### config.mk
export PLATFORM = sky130hd
export DESIGN_NAME = tile_store_ctrl_flat
export DESIGN_NICKNAME = d
export VERILOG_FILES = /design/src/rtl/tile_store_ctrl_pkg.sv /design/src/rtl/tile_store_ctrl_if.sv /design/src/rtl/store_addr_gen.sv /design/src/rtl/tile_store_ctrl.sv /design/src/flat_wrapper.sv
export SDC_FILE = /design/constraint.sdc
export NUM_CORES = 1
export LEC_CHECK = 0
export ABC_AREA = 1
export ABC_CLOCK_PERIOD_IN_PS = 7300
export CAP_MARGIN = 30
export CORE_UTILIZATION = 30
export DETAILED_ROUTE_END_ITERATION = 8
export GPL_TIMING_DRIVEN = 0
export PLACE_DENSITY = 0.53
export SYNTH_ARGS = -nofsm -noshare
export SYNTH_HDL_FRONTEND = slang
export SYNTH_HIERARCHICAL = 1
export SYNTH_SLANG_ARGS = --single-unit
### constraint.sdc
create_clock -name clk -period 7.3 [get_ports clk]
set_input_delay 1.095 -clock clk [delete_from_list [all_inputs] [get_ports clk]]
set_output_delay 1.095 -clock clk [all_outputs]
set_load 0.01 [all_outputs]
### src/rtl/tile_store_ctrl_pkg.sv
// Shared types, defaults and derived widths
// for the tile store controller.
package tile_store_ctrl_pkg;

   typedef enum logic [1:0] {
      IDLE  = 2'd0,
      WAIT  = 2'd1,
      WRITE = 2'd2
   } state_t;

   localparam int NBUF_DEF   = 4;
   localparam int LANES_DEF  = 4;
   localparam int ADDR_W_DEF = 32;

   function automatic int dim_w(input int nbuf, input int lanes);
      return $clog2(nbuf * lanes) + 1;
   endfunction

   function automatic int bytes_w(input int lanes);
      return $clog2(lanes * 4) + 1;
   endfunction

   function automatic int sel_w(input int nbuf);
      return (nbuf > 1) ? $clog2(nbuf) : 1;
   endfunction

   localparam int DIM_W_DEF   = dim_w(NBUF_DEF, LANES_DEF);
   localparam int BYTES_W_DEF = bytes_w(LANES_DEF);
   localparam int SEL_W_DEF   = sel_w(NBUF_DEF);

endpackage

### src/rtl/tile_store_ctrl_if.sv
// Buffer-pop and write-request bus between
// the store controller and the memory side.
interface tile_store_ctrl_if
   import tile_store_ctrl_pkg::*;
#(
   parameter int NBUF   = NBUF_DEF,
   parameter int LANES  = LANES_DEF,
   parameter int ADDR_W = ADDR_W_DEF
);
   localparam int SEL_W   = sel_w(NBUF);
   localparam int BYTES_W = bytes_w(LANES);

   logic [NBUF-1:0]    buf_empty;
   logic [NBUF-1:0]    buf_pop;
   logic [SEL_W-1:0]   buf_sel;
   logic               wr_valid;
   logic               wr_ready;
   logic [ADDR_W-1:0]  wr_addr;
   logic [BYTES_W-1:0] wr_bytes;

   modport master (
      input  buf_empty, wr_ready,
      output buf_pop, buf_sel, wr_valid,
      output wr_addr, wr_bytes
   );

   modport slave (
      output buf_empty, wr_ready,
      input  buf_pop, buf_sel, wr_valid,
      input  wr_addr, wr_bytes
   );

endinterface

### src/rtl/store_addr_gen.sv
// Row/chunk counters and write address/size
// generation for one tile.
module store_addr_gen
   import tile_store_ctrl_pkg::*;
#(
   parameter int NBUF    = NBUF_DEF,
   parameter int LANES   = LANES_DEF,
   parameter int ADDR_W  = ADDR_W_DEF,
   parameter int DIM_W   = DIM_W_DEF,
   parameter int SEL_W   = SEL_W_DEF,
   parameter int BYTES_W = BYTES_W_DEF
) (
   input  logic               clk,
   input  logic               rst,
   input  logic               load,
   input  logic               adv,
   input  logic [ADDR_W-1:0]  tile_c_addr,
   input  logic [ADDR_W-1:0]  row_stride,
   input  logic [DIM_W-1:0]   msize,
   input  logic [DIM_W-1:0]   nsize,
   output logic [ADDR_W-1:0]  wr_addr,
   output logic [BYTES_W-1:0] wr_bytes,
   output logic [SEL_W-1:0]   k,
   output logic [SEL_W-1:0]   k_next,
   output logic               last
);
   logic [ADDR_W-1:0] row_addr;
   logic [ADDR_W-1:0] stride_q;
   logic [DIM_W-1:0]  m_q;
   logic [DIM_W-1:0]  n_q;
   logic [DIM_W-1:0]  row;
   logic [DIM_W-1:0]  nchunks;
   logic [DIM_W-1:0]  off;
   logic [DIM_W-1:0]  rem;
   logic              row_end;

   // chunk geometry and the address/size of the current write
   always_comb begin
      nchunks  = (n_q + DIM_W'(LANES - 1)) / DIM_W'(LANES);
      off      = DIM_W'(k) * DIM_W'(LANES);
      rem      = n_q - off;
      wr_bytes = (rem >= DIM_W'(LANES))
               ? BYTES_W'(LANES * 4)
               : (BYTES_W'(rem) << 2);
      wr_addr  = row_addr + (ADDR_W'(off) << 2);
      row_end  = (DIM_W'(k) == nchunks - DIM_W'(1));
      last     = row_end && (row == m_q - DIM_W'(1));
      k_next   = row_end ? '0 : k + SEL_W'(1);
   end

   // latch tile geometry on load, step counters per handshake
   always_ff @(posedge clk) begin
      if (rst) begin
         row_addr <= '0;
         stride_q <= '0;
         m_q      <= '0;
         n_q      <= '0;
         row      <= '0;
         k        <= '0;
      end else if (load) begin
         row_addr <= tile_c_addr;
         stride_q <= row_stride;
         m_q      <= msize;
         n_q      <= nsize;
         row      <= '0;
         k        <= '0;
      end else if (adv) begin
         k <= k_next;
         if (row_end) begin
            row      <= row + DIM_W'(1);
            row_addr <= row_addr + (stride_q << 2);
         end
      end
   end

endmodule

### src/rtl/tile_store_ctrl.sv
// Streams one result tile from the column
// buffers to memory, one chunk per write.
module tile_store_ctrl
   import tile_store_ctrl_pkg::*;
#(
   parameter int NBUF   = NBUF_DEF,
   parameter int LANES  = LANES_DEF,
   parameter int ADDR_W = ADDR_W_DEF,
   parameter int DIM_W  = dim_w(NBUF, LANES)
) (
   input  logic              clk,
   input  logic              rst,
   input  logic              start,
   input  logic [ADDR_W-1:0] tile_c_addr,
   input  logic [ADDR_W-1:0] row_stride,
   input  logic [DIM_W-1:0]  msize,
   input  logic [DIM_W-1:0]  nsize,
   tile_store_ctrl_if.master bus,
   output logic              busy,
   output logic              done,
   output logic              err
);
   localparam int SEL_W   = sel_w(NBUF);
   localparam int BYTES_W = bytes_w(LANES);
   localparam int MAXD    = NBUF * LANES;

   state_t             state;
   state_t             state_nx;
   logic               accept;
   logic               bad;
   logic               load;
   logic               hs;
   logic               last;
   logic               done_q;
   logic               err_q;
   logic [SEL_W-1:0]   k;
   logic [SEL_W-1:0]   k_next;
   logic [ADDR_W-1:0]  gen_addr;
   logic [BYTES_W-1:0] gen_bytes;

   assign bad = (msize == '0) || (msize > DIM_W'(MAXD))
             || (nsize == '0) || (nsize > DIM_W'(MAXD));
   assign accept = start && (state == IDLE);
   assign load   = accept && !bad;
   assign hs     = (state == WRITE) && bus.wr_ready;

   store_addr_gen #(
      .NBUF    (NBUF),
      .LANES   (LANES),
      .ADDR_W  (ADDR_W),
      .DIM_W   (DIM_W),
      .SEL_W   (SEL_W),
      .BYTES_W (BYTES_W)
   ) u_gen (
      .clk         (clk),
      .rst         (rst),
      .load        (load),
      .adv         (hs),
      .tile_c_addr (tile_c_addr),
      .row_stride  (row_stride),
      .msize       (msize),
      .nsize       (nsize),
      .wr_addr     (gen_addr),
      .wr_bytes    (gen_bytes),
      .k           (k),
      .k_next      (k_next),
      .last        (last)
   );

   // state register
   always_ff @(posedge clk) begin
      if (rst) state <= IDLE;
      else     state <= state_nx;
   end

   // next state: skip WAIT whenever the needed buffer has data
   always_comb begin
      state_nx = state;
      case (state)
         IDLE: begin
            if (load)
               state_nx = bus.buf_empty[0] ? WAIT : WRITE;
         end
         WAIT: begin
            if (!bus.buf_empty[k]) state_nx = WRITE;
         end
         WRITE: begin
            if (bus.wr_ready) begin
               if (last)
                  state_nx = IDLE;
               else if (bus.buf_empty[k_next])
                  state_nx = WAIT;
               else
                  state_nx = WRITE;
            end
         end
         default: state_nx = IDLE;
      endcase
   end

   // bus outputs: only live in WRITE, forced low under reset
   always_comb begin
      bus.wr_valid = 1'b0;
      bus.buf_pop  = '0;
      bus.buf_sel  = '0;
      bus.wr_addr  = '0;
      bus.wr_bytes = '0;
      busy         = (state != IDLE) && !rst;
      done         = done_q && !rst;
      err          = err_q && !rst;
      if ((state == WRITE) && !rst) begin
         bus.wr_valid   = 1'b1;
         bus.buf_sel    = k;
         bus.wr_addr    = gen_addr;
         bus.wr_bytes   = gen_bytes;
         bus.buf_pop[k] = bus.wr_ready;
      end
   end

   // done/err pulses, registered so done lands as busy falls
   always_ff @(posedge clk) begin
      if (rst) begin
         done_q <= 1'b0;
         err_q  <= 1'b0;
      end else begin
         done_q <= (accept && bad) || (hs && last);
         err_q  <= accept && bad;
      end
   end

endmodule
### src/flat_wrapper.sv
// flat-port wrapper written by rule: the top's interface ports become plain ports
module tile_store_ctrl_flat import tile_store_ctrl_pkg::*;
#(
   parameter int NBUF   = NBUF_DEF,
   parameter int LANES  = LANES_DEF,
   parameter int ADDR_W = ADDR_W_DEF,
   parameter int DIM_W  = dim_w(NBUF, LANES)
)
  (clk, rst, start, tile_c_addr, row_stride, msize, nsize, busy, done, err, bus_buf_empty, bus_wr_ready, bus_buf_pop, bus_buf_sel, bus_wr_valid, bus_wr_addr, bus_wr_bytes);
  tile_store_ctrl_if #(.NBUF(NBUF), .LANES(LANES), .ADDR_W(ADDR_W)) bus_i ();
  input  logic clk;
  input  logic rst;
  input  logic start;
  input  logic [ADDR_W-1:0] tile_c_addr;
  input  logic [ADDR_W-1:0] row_stride;
  input  logic [DIM_W-1:0] msize;
  input  logic [DIM_W-1:0] nsize;
  output logic busy;
  output logic done;
  output logic err;
  input wire logic [$bits(bus_i.buf_empty)-1:0] bus_buf_empty;
  input wire logic [$bits(bus_i.wr_ready)-1:0] bus_wr_ready;
  output wire logic [$bits(bus_i.buf_pop)-1:0] bus_buf_pop;
  output wire logic [$bits(bus_i.buf_sel)-1:0] bus_buf_sel;
  output wire logic [$bits(bus_i.wr_valid)-1:0] bus_wr_valid;
  output wire logic [$bits(bus_i.wr_addr)-1:0] bus_wr_addr;
  output wire logic [$bits(bus_i.wr_bytes)-1:0] bus_wr_bytes;
  assign bus_i.buf_empty = bus_buf_empty;
  assign bus_i.wr_ready = bus_wr_ready;
  assign bus_buf_pop = bus_i.buf_pop;
  assign bus_buf_sel = bus_i.buf_sel;
  assign bus_wr_valid = bus_i.wr_valid;
  assign bus_wr_addr = bus_i.wr_addr;
  assign bus_wr_bytes = bus_i.wr_bytes;
  tile_store_ctrl #(.NBUF(NBUF), .LANES(LANES), .ADDR_W(ADDR_W), .DIM_W(DIM_W)) u_core (.clk(clk), .rst(rst), .start(start), .tile_c_addr(tile_c_addr), .row_stride(row_stride), .msize(msize), .nsize(nsize), .bus(bus_i), .busy(busy), .done(done), .err(err));
endmodule
==> impl_metrics.csv, run 1 <==
group,metric,value,unit
global_routing,use_met3,3.35,%
worst_setup_path,critical_path.endpoint_type,"output port",
detailed_routing,drtAntennaViolNets,0,
clock_network,cts_max_path_buffers,2,
placed_design,place_congestion,0.905,
timing,timing.final.crit_share,65.6,%
synthesis,yosysMostFrequentCell,"nand2_1",
timing,rsz0062_at_grt,"false",
timing,tns,0,ns
synthesis,netlist.area_leader.share,24.1,%
pwr,clockPowerShare,40.6,%
synthesis,synth_cells,1132,
synthesis,yosys.area.top_type,"dfxtp_1",
clock_network,postCtsSetupBuffers,0,
pwr,total_leakage_power,3.98,nW
synthesis,synth-main-ff-cell,"dfxtp_1",
timing,worst_pin_slew,0.755,ns
clock_network,clk_pin_slew,0.07,ns
die,start_util,30.5,%
worst_setup_path,crit_required,6.20,ns
pwr,cellPowerDensity,149,mW/mm^2
worst_setup_path,worstPathMaxFanout,12,
clock_network,cts-root-buf,"clkbuf_16",
layout,area_growth,28.2,%
placed_design,hpwl,19200,um
detailed_routing,drt-total-wl,23300,um
detailed_routing,firstDrtPassIters,5,
worst_setup_path,setup.worst_path.start_class,"flop",
worst_setup_path,cp.buffers_inverters,3,
pwr,p_total,1.32,mW
detailed_routing,drc,0,
timing,drv_slew,0,
pwr,seqPwrFrac,38.5,%
global_routing,grt_pass1_wl,37100,um
detailed_routing,viasPerCell,4.64,
synthesis,yosysSeqAreaShare,24.1,%
global_routing,grt_use_met1,26.0,%
global_routing,track_usage,20.3,%
worst_hold_path,min_path_type,"flop to flop",
synthesis,synth-edff-count,0,
synthesis,yosys-top-cells-area,"dfxtp_1 24%, nand2_1 15%, inv_1 10%, nor2_1 10%, ha_1 6.2%",
clock_network,clock_latency,0.35,ns
global_routing,grt_max_degree,15,
clock_network,tritoncts,"built",
timing,setup_viol,0,
worst_setup_path,cp_data_arrival_time,3.69,ns
synthesis,synthTopCellsByCount,"276 x nand2_1, 188 x inv_1, 188 x nor2_1, 83 x dfxtp_1, 70 x o21ai_0",
worst_setup_path,cp_slowest_cell,"dfxtp_1",
timing,fmax,0.209,GHz
global_routing,busiest_layer,"met2",
pwr,p_sw_share,29.2,%
status,status,"finished, final reports clean",
global_routing,met2_usage,35.7,%
global_routing,grt_pass1_vias,7068,
global_routing,antenna_found_initial,0,
pwr,vdd_drop_max,0.0000974,V
clock_network,clock-sinks,83,
global_routing,overflow,0,
timing,timing.hold.ws,0.492,ns
pwr,p_switching,0.384,mW
pwr,comb_power_share,20.9,%
synthesis,synth_async_sr_flop_share,0,%
pwr,p_int,0.932,mW
die,ios,129,
worst_setup_path,rrSetupSlack,4.73,ns
worst_setup_path,crit_top_cell,"nor2_2",
worst_setup_path,critPathKind,"flop to output port",
die,die_y,153,um
die,core-area,0.0226,mm^2
synthesis,synth.avg_cell_area,6.08,um^2
timing,period_minus_slack,4.79,ns
worst_setup_path,critical-path-max-stage-delay,0.65,ns
detailed_routing,drt-initial-drc-count,360,
run,cap_violations,0,
clock_network,ctsHoldBuffers,0,
die,die_w,153,um
synthesis,yosys_register_bits,83,
detailed_routing,wl_per_cell,14.9,um
detailed_routing,vias,7232,
synthesis,synth_cell_types,46,
synthesis,netlist_area,0.00689,mm^2
timing,finalHoldViolCount,0,
layout,drive_gt1_share,6.60,%
clock_network,cts_inserted_buffers,9,
worst_setup_path,reg2reg_from,"u_core/state[0]",
clock_network,ctsHtreeMaxLevel,3,
clock_network,cts_resized,0,
layout,nets,1387,
layout,diodes,0,
die,row_count,55,
timing,skew,0.00461,ns
worst_setup_path,crit_path_cell_trace,"ha_1, inv_1, fa_1, nor2_2, nand3_2, nor2_2, nand2_2, nor2_4, nand4_2, nor2_2, nand2_1, xor2_1, inv_1, nor2_1, clkdlybuf4s50_1",
synthesis,ys_warn_count,6,
worst_hold_path,hold_start,"u_core/u_gen/m_q[1]",
timing,slew_headroom,49.7,%
worst_setup_path,critPathLaunch,"u_core/u_gen/k[0]",
worst_setup_path,path_delay_family,"simple AND/OR/NAND/NOR gates",
placed_design,portBuffers,124,
die,dieArea,0.0236,mm^2
## layout by cell type, fill, tap and decap left out, types with 12 or more instances in the layout
master,count
nand2_1,276
inv_1,188
nor2_1,188
clkdlybuf4s50_1,124
dfxtp_1,83
o21ai_0,70
nand3_1,51
a21oi_1,50
xor2_1,36
ha_1,34
clkbuf_1,20
nand3_2,12
nor3_1,12
## metal layers
| layer | wire, um | part of all wire [%] |
|---|---|---|
| met4 | 345 | 1.5 |
| met1 | 10800 | 46 |
| met2 | 11100 | 48 |
| met3 | 1040 | 4.5 |
| met5 | 0 | 0 |
## worst register-to-register path, cell delays in order (launching register included)
cell and delay (ns):
dfxtp_1 0.37, inv_1 0.07, nand2_1 0.10, nor2_1 0.06, nand3_1 0.11, inv_1 0.08, inv_1 0.24, clkbuf_1 0.61
clkbuf_1 0.65, a21oi_1 0.15
## sequential cells by signal, summed over array words and instances (netlist names)
signal / flops
u_core/u_gen/n_q: 5
u_core/err_q: 1
u_core/u_gen/row_addr: 32
u_core/u_gen/m_q: 5
u_core/done_q: 1
u_core/u_gen/row: 5
u_core/u_gen/k: 2
u_core/state: 2
u_core/u_gen/stride_q: 30
## worst paths after layout
path / endpoint / cells past startpoint
setup / recovery: bus_wr_addr[24] / 15
hold / removal: u_core/u_gen/m_q[1] / 2
setup reg to reg: u_core/u_gen/n_q[3] / 9
hold reg to reg: u_core/u_gen/m_q[1] / 2
## power by group through the flow
| stage | Sequential, mW | Clock [mW] | Combinational, mW |
|---|---|---|---|
| after detailed placement | 0.516 | 0 | 0.275 |
| after CTS | 0.506 | 0.549 | 0.277 |
| after global routing | 0.510 | 0.565 | 0.309 |
| after global placement | 0.516 | 0 | 0.274 |
| final | 0.507 | 0.535 | 0.274 |
| after floorplan | 0.506 | 0 | 0.170 |
## logic make-up after synthesis
group                      after synthesis  synth area share, %
and+or+nand+nor                        582                 36.8
buffers and inverters                  232                 13.8
AOI/OAI and AO/OA                      149                 11.9
DFF                                     83                 24.1
xor gates and xnor gates                48                 6.21
adders and majority gates               37                 7.05
other                                    1               0.0545
## area by class of cell
class	instances	area (um^2)
fillers	2490	13700
multi-input cells	818	4280
flip-flops and latches	83	1660
repair buffers	124	1240
inverters	197	739
well taps	285	357
clock buffers	10	229
plain buffers	35	210
clock inverters	6	114
## stage by stage
step	worst slack, ns	utilization (%)	cell area [um^2]	cells
after global placement	2.89	37.6	8490	1542
after CTS	2.48	39.1	8830	1558
after floorplan	3.79	-	6890	1133
final	2.51	39.1	8830	1558
after detailed placement	2.87	37.6	8490	1542
after global routing	2.19	39.1	8830	1558
(Power assumes the default switching activity.)
==> run 2, diff against run 1 <==
--- a/config.mk
+++ b/config.mk
@@ -6,7 +6,7 @@
 export NUM_CORES = 1
 export LEC_CHECK = 0
 export ABC_AREA = 1
-export ABC_CLOCK_PERIOD_IN_PS = 7300
+export ABC_CLOCK_PERIOD_IN_PS = 4600
 export CAP_MARGIN = 30
 export CORE_UTILIZATION = 30
 export DETAILED_ROUTE_END_ITERATION = 8
==> constraint.sdc (replaced) <==
create_clock -name clk -period 4.6 [get_ports clk]
set_input_delay 0.69 -clock clk [delete_from_list [all_inputs] [get_ports clk]]
set_output_delay 0.69 -clock clk [all_outputs]
set_load 0.01 [all_outputs]
==> run 2 against run 1 <==
  * Utilization barely moved
  * Power rose by 59%
  * Count of clock-buffer cells in the layout did not move
  * Critical endpoint unchanged
  * Largest power group unchanged
  * Sequential power rose by 59%
  * Worst setup slack got worse by 2.1 ns
  * Sequential share of layout area barely moved
==> impl_metrics.csv, run 2 (synthesis results as in run 1) <==
group,metric,value,unit
detailed_routing,vias,7235,
clock_network,tritoncts,"built",
timing,period_minus_slack,4.19,ns
pwr,p_switching,0.610,mW
die,die_w,153,um
placed_design,hpwl,19200,um
die,die_y,153,um
detailed_routing,drt-total-wl,23300,um
die,ios,129,
timing,drv_slew,0,
worst_hold_path,hold_depth,2,
layout,diodes,0,
timing,rsz0062_at_grt,"false",
worst_hold_path,min_path_type,"flop to flop",
worst_setup_path,timing.rr.end,"u_core/u_gen/n_q[3]",
detailed_routing,drt-initial-drc-count,360,
pwr,vdd_drop_max,0.000155,V
layout,num-fill-cells,2491,
pwr,total_leakage_power,3.98,nW
layout,final_cell_mix,"276 x nand2_1, 188 x inv_1, 188 x nor2_1",
clock_network,clock_latency,0.35,ns
clock_network,postCtsSetupBuffers,0,
worst_setup_path,setup.worst_path.start_class,"flop",
layout,reg.largest.list,"u_core/u_gen/row_addr: 32 flops, u_core/u_gen/stride_q: 30 flops",
pwr,p_sw_share,29.2,%
run,cap_violations,0,
pwr,seqPwrFrac,38.5,%
die,row_count,55,
placed_design,portBuffers,124,
pwr,clockPowerShare,40.7,%
timing,slew_headroom,49.8,%
clock_network,clock-sinks,83,
worst_setup_path,worstPathMaxFanout,12,
layout,mostFrequentLayoutCell,"nand2_1",
clock_network,ctsHtreeMaxLevel,3,
pwr,comb_power_share,20.8,%
detailed_routing,viasPerCell,4.64,
die,dieArea,0.0236,mm^2
layout,largest_register_ff_count,32,
status,status,"finished, final reports clean",
worst_setup_path,critical_path.endpoint_type,"output port",
worst_setup_path,rrSetupSlack,2.03,ns
die,start_util,30.5,%
pwr,p_int,1.48,mW
pwr,cellPowerDensity,237,mW/mm^2
clock_network,clk_pin_slew,0.07,ns
timing,fmax,0.238,GHz
clock_network,cts-root-buf,"clkbuf_16",
worst_setup_path,critPathLaunch,"u_core/u_gen/k[0]",
global_routing,grt_pass1_vias,7068,
layout,largest-register,"u_core/u_gen/row_addr",
timing,skew,0.00448,ns
layout,nets,1387,
worst_setup_path,r2r_cells,9,
detailed_routing,firstDrtPassIters,5,
layout,drive_gt1_share,6.76,%
worst_hold_path,holdPathEnd,"u_core/u_gen/m_q[1]",
global_routing,antenna_found_initial,0,
worst_setup_path,cp_data_arrival_time,3.50,ns
timing,tns,0,ns
layout,area_growth,28.3,%
global_routing,grt_max_degree,15,
worst_setup_path,crit_required,3.91,ns
worst_hold_path,hold_start,"u_core/u_gen/m_q[1]",
layout,register_area,0.00166,mm^2
placed_design,place_congestion,0.905,
timing,timing.hold.ws,0.492,ns
timing,worst_pin_slew,0.754,ns
timing,finalHoldViolCount,0,
clock_network,cts_inserted_buffers,9,
die,core-area,0.0226,mm^2
global_routing,overflow,0,
detailed_routing,drc,0,
global_routing,track_usage,20.3,%
timing,timing.final.crit_share,91.2,%
global_routing,grt_pass1_wl,37100,um
detailed_routing,drtAntennaViolNets,0,
timing,setup_viol,0,
worst_setup_path,reg2reg_from,"u_core/state[0]",
layout,multiInputGateArea,0.00428,mm^2
clock_network,cts_max_path_buffers,2,
detailed_routing,wl_per_cell,14.9,um
worst_setup_path,critPathKind,"flop to output port",
==> run 2: final cells by class <==
| cell class | count | area share, % |
|---|---|---|
| plain buffers | 35 | 2.38 |
| clock buffers | 10 | 2.59 |
| clock inverters | 6 | 1.29 |
| inverters | 197 | 8.37 |
| multi-input cells | 818 | 48.4 |
| flip-flops and latches | 83 | 18.8 |
| well taps | 285 | 4.04 |
| repair buffers | 124 | 14.1 |
==> run 2: worst max-delay path by stage <==
stage / end / slack (ns) / cells after the start
global placement: bus_wr_addr[24] / 0.59 / 15
finish: bus_wr_addr[24] / 0.41 / 15
global route: bus_wr_addr[24] / 0.13 / 15
floorplan: bus_wr_addr[24] / 1.50 / 14
CTS: bus_wr_addr[24] / 0.19 / 15
detailed placement: bus_wr_addr[24] / 0.58 / 15
==> run 2: metrics by stage <==
step | setup slack (ns) | cells | area, um^2 | util (%) | power, mW
2_1_floorplan | 1.50 | 1133 | 6890 | - | 1.07
3_3_place_gp | 0.595 | 1542 | 8490 | 37.6 | 1.25
3_5_place_dp | 0.577 | 1542 | 8490 | 37.6 | 1.26
4_1_cts | 0.186 | 1558 | 8830 | 39.1 | 2.11
5_1_grt | 0.128 | 1558 | 8830 | 39.1 | 2.20
6_report | 0.405 | 1558 | 8830 | 39.1 | 2.09
==> run 2: repair_timing <==
| item | 4_1_cts | 5_1_grt |
|---|---|---|
| hold buffers | 0 | 0 |
| resized for setup | 0 | 2 |
| endpoints found under the setup margin | 0 | 4 |
| hold endpoints to repair | 0 | 0 |
==> run 2: power by group through the flow <==
stage                     combinational (mW)  clock (mW)  sequential, mW
after floorplan                        0.271           0           0.803
after global placement                 0.434           0           0.819
after detailed placement               0.436           0           0.819
after CTS                              0.439       0.872           0.803
after global routing                   0.490       0.897           0.810
final                                  0.436       0.850           0.804
==> run 2: worst max-delay path, cell delays in order, from the launching register on <==
cell and delay [ns]:
dfxtp_2 0.50, ha_1 0.22, inv_1 0.06, fa_1 0.43, nor2_2 0.18, nand3_2 0.12, nor2_2 0.17, nand2_2 0.10
nor2_4 0.14, nand4_2 0.15, nor2_2 0.16, nand2_1 0.08, xor2_1 0.15, inv_1 0.06, nor2_1 0.10, clkdlybuf4s50_1 0.55
==> run 2: metal layers <==
| layer | wire length, um | track usage (%) | vias up |
|---|---|---|---|
| met5 | 0 | 0 | - |
| met4 | 346 | 4.00 | 0 |
| met3 | 1050 | 3.35 | 23 |
| met2 | 11100 | 35.7 | 179 |
| met1 | 10800 | 26.0 | 3245 |
| li1 | - | - | 3788 |
==> edit 1, RTL diff (settings of run 2) <==
Encoding of `state_t`: now one-hot (3 bits for 3 states).
--- a/src/rtl/tile_store_ctrl_pkg.sv
+++ b/src/rtl/tile_store_ctrl_pkg.sv
@@ -4,6 +4,6 @@
 
-   typedef enum logic [1:0] {
-      IDLE  = 2'd0,
-      WAIT  = 2'd1,
-      WRITE = 2'd2
+   typedef enum logic [2:0] {
+      IDLE  = 3'b001,
+      WAIT  = 3'b010,
+      WRITE = 3'b100
    } state_t;
Check against the original RTL: no difference found for any inputs over 4 cycles, from zero or initial values and one cycle with rst high; so few cycles prove little.
==> edit 1 against run 2 <==
Sequential share of layout area grew 0.17 points. Sequential cell count grew 1. Wire length shrank 0.73%. Worst setup slack lost 0.13 ns. Final area grew 0.21%. Clock power shrank 18%. Synthesized area grew 1.3%. Combinational power grew 46%. Non-clock buffer count shrank 1. Power grew 5.5%. Critical path depth shrank 1. Clock skew grew 0.0064 ns. Critical path type unchanged. Critical endpoint is now bus_wr_addr[26]. Highest routed layer unchanged.
==> edit 1: results (changes against run 2) <==
post-place-ws_ns: 0.5937  # +0.01637 ns
vias: 7221  # -0.19%
grt_usage: 0.1994  # -0.003508
yosysUniqueCellTypes: 47  # +2.2%
synth_commonest_cells: "nand2_1 (276), nor2_1 (193), inv_1 (188)"
cp_max_fo: 11  # -1
grt_pass1_vias: 7053  # -0.21%
dp_hpwl_um: 18980  # -1.3%
synth_compound_area_frac: 0.1180  # -0.001405
grt_max_degree: 14  # -1
layout-drive-gt1-share: 0.06625  # -0.001306
synthAdderAreaFrac: 0.06957  # -0.0009355
wl_per_cell_um: 14.74  # -1.4%
synthXorXnorAreaFrac: 0.06132  # -0.0008246
status: "completed"
synthCells: 1142  # +0.88%
fin_cells: 1568  # +0.64%
gp_congestion: 0.8910  # -1.6%
synth_area_leaders: "dfxtp_1 (24%), nand2_1 (15%), nor2_1 (10%)"
worst_pin_slew_ns: 0.8088  # +0.05520 ns
placed_cells_incl_taps: 1552  # +0.65%
nNetsFinal: 1397  # +0.72%
worst_ep_arrival_time_ns: 3.63  # +0.13 ns
p_sw_uw: 763.2  # +25%
synth_edf_count: 0  # unchanged
grt_pass1_wl_um: 36870  # -0.65%
placed_area_um2: 8579  # +1.1%
setup_ws_ns: 0.2797  # -0.1256 ns
ir_drop_uv: 138.8  # -10%
skew_ns: 0.01088  # +0.006405 ns
leakage_nw: 3.972  # -0.14%
yosysSeqAreaShare: 0.2410  # -0.0003331
htreeDepth: 3  # unchanged
==> edit 1: cell types whose count changed after synthesis, moves of 3 or more <==
| cell | delta |
|---|---|
| nor2_1 | +5 |
| buf_2 | -4 |
| buf_6 | +3 |
| nand3_1 | +3 |
==> edit 1: final timing paths <==
kind,from,endpoint,slack (ns)
hold reg to reg,u_core/u_gen/m_q[1],u_core/u_gen/m_q[1],0.50
setup / recovery,u_core/u_gen/k[1],bus_wr_addr[26],0.28
hold / removal,u_core/u_gen/m_q[1],u_core/u_gen/m_q[1],0.50
setup reg to reg,u_core/state[1],u_core/u_gen/n_q[2],2.08
==> edit 1: critical path, cell delays in order, from the launching register on <==
cell             delay (ns)
dfxtp_1                0.68
inv_1                  0.17
fa_1                   0.52
nor2_2                 0.19
nand3_2                0.11
nor2_2                 0.16
nand2_2                0.10
nor2_4                 0.13
nand2_2                0.10
nor2_4                 0.14
nand4_1                0.12
xor2_1                 0.15
inv_1                  0.05
nor2_1                 0.10
clkdlybuf4s50_1        0.54
==> edit 1: final cells by class <==
class | instances | area [um^2] | area share
clock inverter | 5 | 27.53 | 0.003110
timing repair buffer | 124 | 1241 | 0.1402
sequential | 84 | 1683 | 0.1901
inverter | 197 | 739.5 | 0.08355
tap | 285 | 356.6 | 0.04029
multi-input combinational | 828 | 4337 | 0.4900
clock buffer | 11 | 242.7 | 0.02742
buffer | 34 | 224.0 | 0.02530
==> edit 1: per-layer routing <==
metal  global-route usage  wire [um]
met5                    0          0
met4              0.06459        436
met3              0.02354        915
met2               0.3497      10990
met1               0.2532      10770
==> edit 1: repair_timing <==
item                                    4_1_cts  5_1_grt
setup buffers                                 0        0
resized for setup                             0        1
endpoints found under the setup margin        0        4
endpoints found under the hold margin         0        0
==> edit 1: cell families after synthesis <==
kind of cell	after synthesis
AO/OA/AOI/OAI	149
adder cells (fa/ha/maj)	37
XOR/XNOR	48
AND/OR/NAND/NOR	592
flip-flops	84
other	1
buffers and inverters	231
==> edit 1: power by group through the flow <==
| stage | Sequential, mW | Clock [mW] | Combinational (mW) |
|---|---|---|---|
| after CTS | 0.872 | 0.721 | 0.640 |
| after detailed placement | 0.889 | 0 | 0.636 |
| after global routing | 0.883 | 0.739 | 0.723 |
| after global placement | 0.888 | 0 | 0.632 |
| final | 0.873 | 0.695 | 0.635 |
| after floorplan | 0.863 | 0 | 0.429 |
==> edit 2, RTL diff (settings of run 2) <==
Made on the original files. `NBUF_DEF`: 4 -> 2.
--- a/src/rtl/tile_store_ctrl_pkg.sv
+++ b/src/rtl/tile_store_ctrl_pkg.sv
@@ -10,3 +10,3 @@
 
-   localparam int NBUF_DEF   = 4;
+   localparam int NBUF_DEF   = 2;
    localparam int LANES_DEF  = 4;
Interface: changed (5 resized); port bits go from 129 to 122. No check against the original RTL was run, so the function may have changed too.
==> edit 2 against run 2 <==
Worst setup slack got worse by 0.028 ns. Fmax fell by 0.66%. Clock power rose by 0.7%. Cell count fell by 0.83%. Power fell by 3.6%. Sequential cell count fell by 4. Final area fell by 3.3%. Core utilization barely moved. Count of clock-buffer cells in the layout did not move. Wire length rose by 1.1%. Die area fell by 3.0%. Synthesized area fell by 3.1%. Largest cell class unchanged.
==> edit 2: results (changes against run 2) <==
synthAdderAreaFrac: 0.06674  # -0.003765
dp_hpwl_um: 19090  # -0.78%
r2r_start: "u_core/state[1]"
initialDrtViolationCount: 417  # +16%
clk-power_uw: 856  # +0.7%
clkSinkCount: 79  # -4.8%
grt_pass1_wl_um: 36650  # -1.3%
status: "completed"
max_freq_ghz: 0.2368  # -0.66%
cp_max_fo: 8  # -4
grt.met3_usage: 0.02108  # -0.01246
grt_pass1_vias: 6756  # -4.4%
via_per_inst: 4.608  # -0.78%
nNetsFinal: 1373  # -1.0%
gp_congestion: 0.9035  # -0.20%
power_mw: 2.013  # -3.6%
reg2reg_slack_ns: 2.05  # +0.02 ns
grt_use_met1: 0.2863  # +0.02607
inverters: 188  # -4.6%
post-place-ws_ns: 0.8040  # +0.2267 ns
multi_input_area_share: 0.4867  # +0.002402
reg2reg_depth: 11  # +2
skew_ns: 0.009293  # +0.004815 ns
r2r-end: "u_core/u_gen/stride_q[17]"
synth_area_leaders: "dfxtp_1 (24%), nand2_1 (17%), inv_1 (10%)"
die_area_um2: 22850  # -3.0%
p_seq_uw: 765  # -4.9%
grt_usage: 0.2151  # +0.01213
ir_drop_uv: 145.4  # -6.0%
synth_compound_area_frac: 0.09974  # -0.01965
n_all_buffers: 156  # -1.9%
relSlewSlack: 0.4555  # -0.04206
wl_met2_um: 11000  # -0.95%
layout-drive-gt1-share: 0.05138  # -0.01617
wl_per_cell_um: 15.23  # +1.9%
edit 2: changes by cell type after synthesis, sizes merged, moves of 4 or more:
cell,run 2,this run
nand2,280,304
nand3,65,88
o21ai,70,52
xor2,37,26
inv,197,187
nor2,199,190
xnor2,11,19
a31oi,9,4
dfxtp,83,79
edit 2: through the flow:
step | hold slack (ns) | utilization | instances
floorplan | 0.4518 | - | 1132
global placement | 0.4797 | 0.3757 | 1529
detailed placement | 0.4809 | 0.3757 | 1529
CTS | 0.4918 | 0.3915 | 1545
global route | 0.5233 | 0.3915 | 1545
finish | 0.4938 | 0.3915 | 1545
edit 2: critical path: cells and delay by family (launching register included):
family | cells | cell delay, ns
XOR/XNOR | 1 | 0.16
adder cells (fa/ha/maj) | 2 | 0.63
buffers and inverters | 2 | 0.58
flip-flops | 1 | 0.49
AND/OR/NAND/NOR | 7 | 1.30
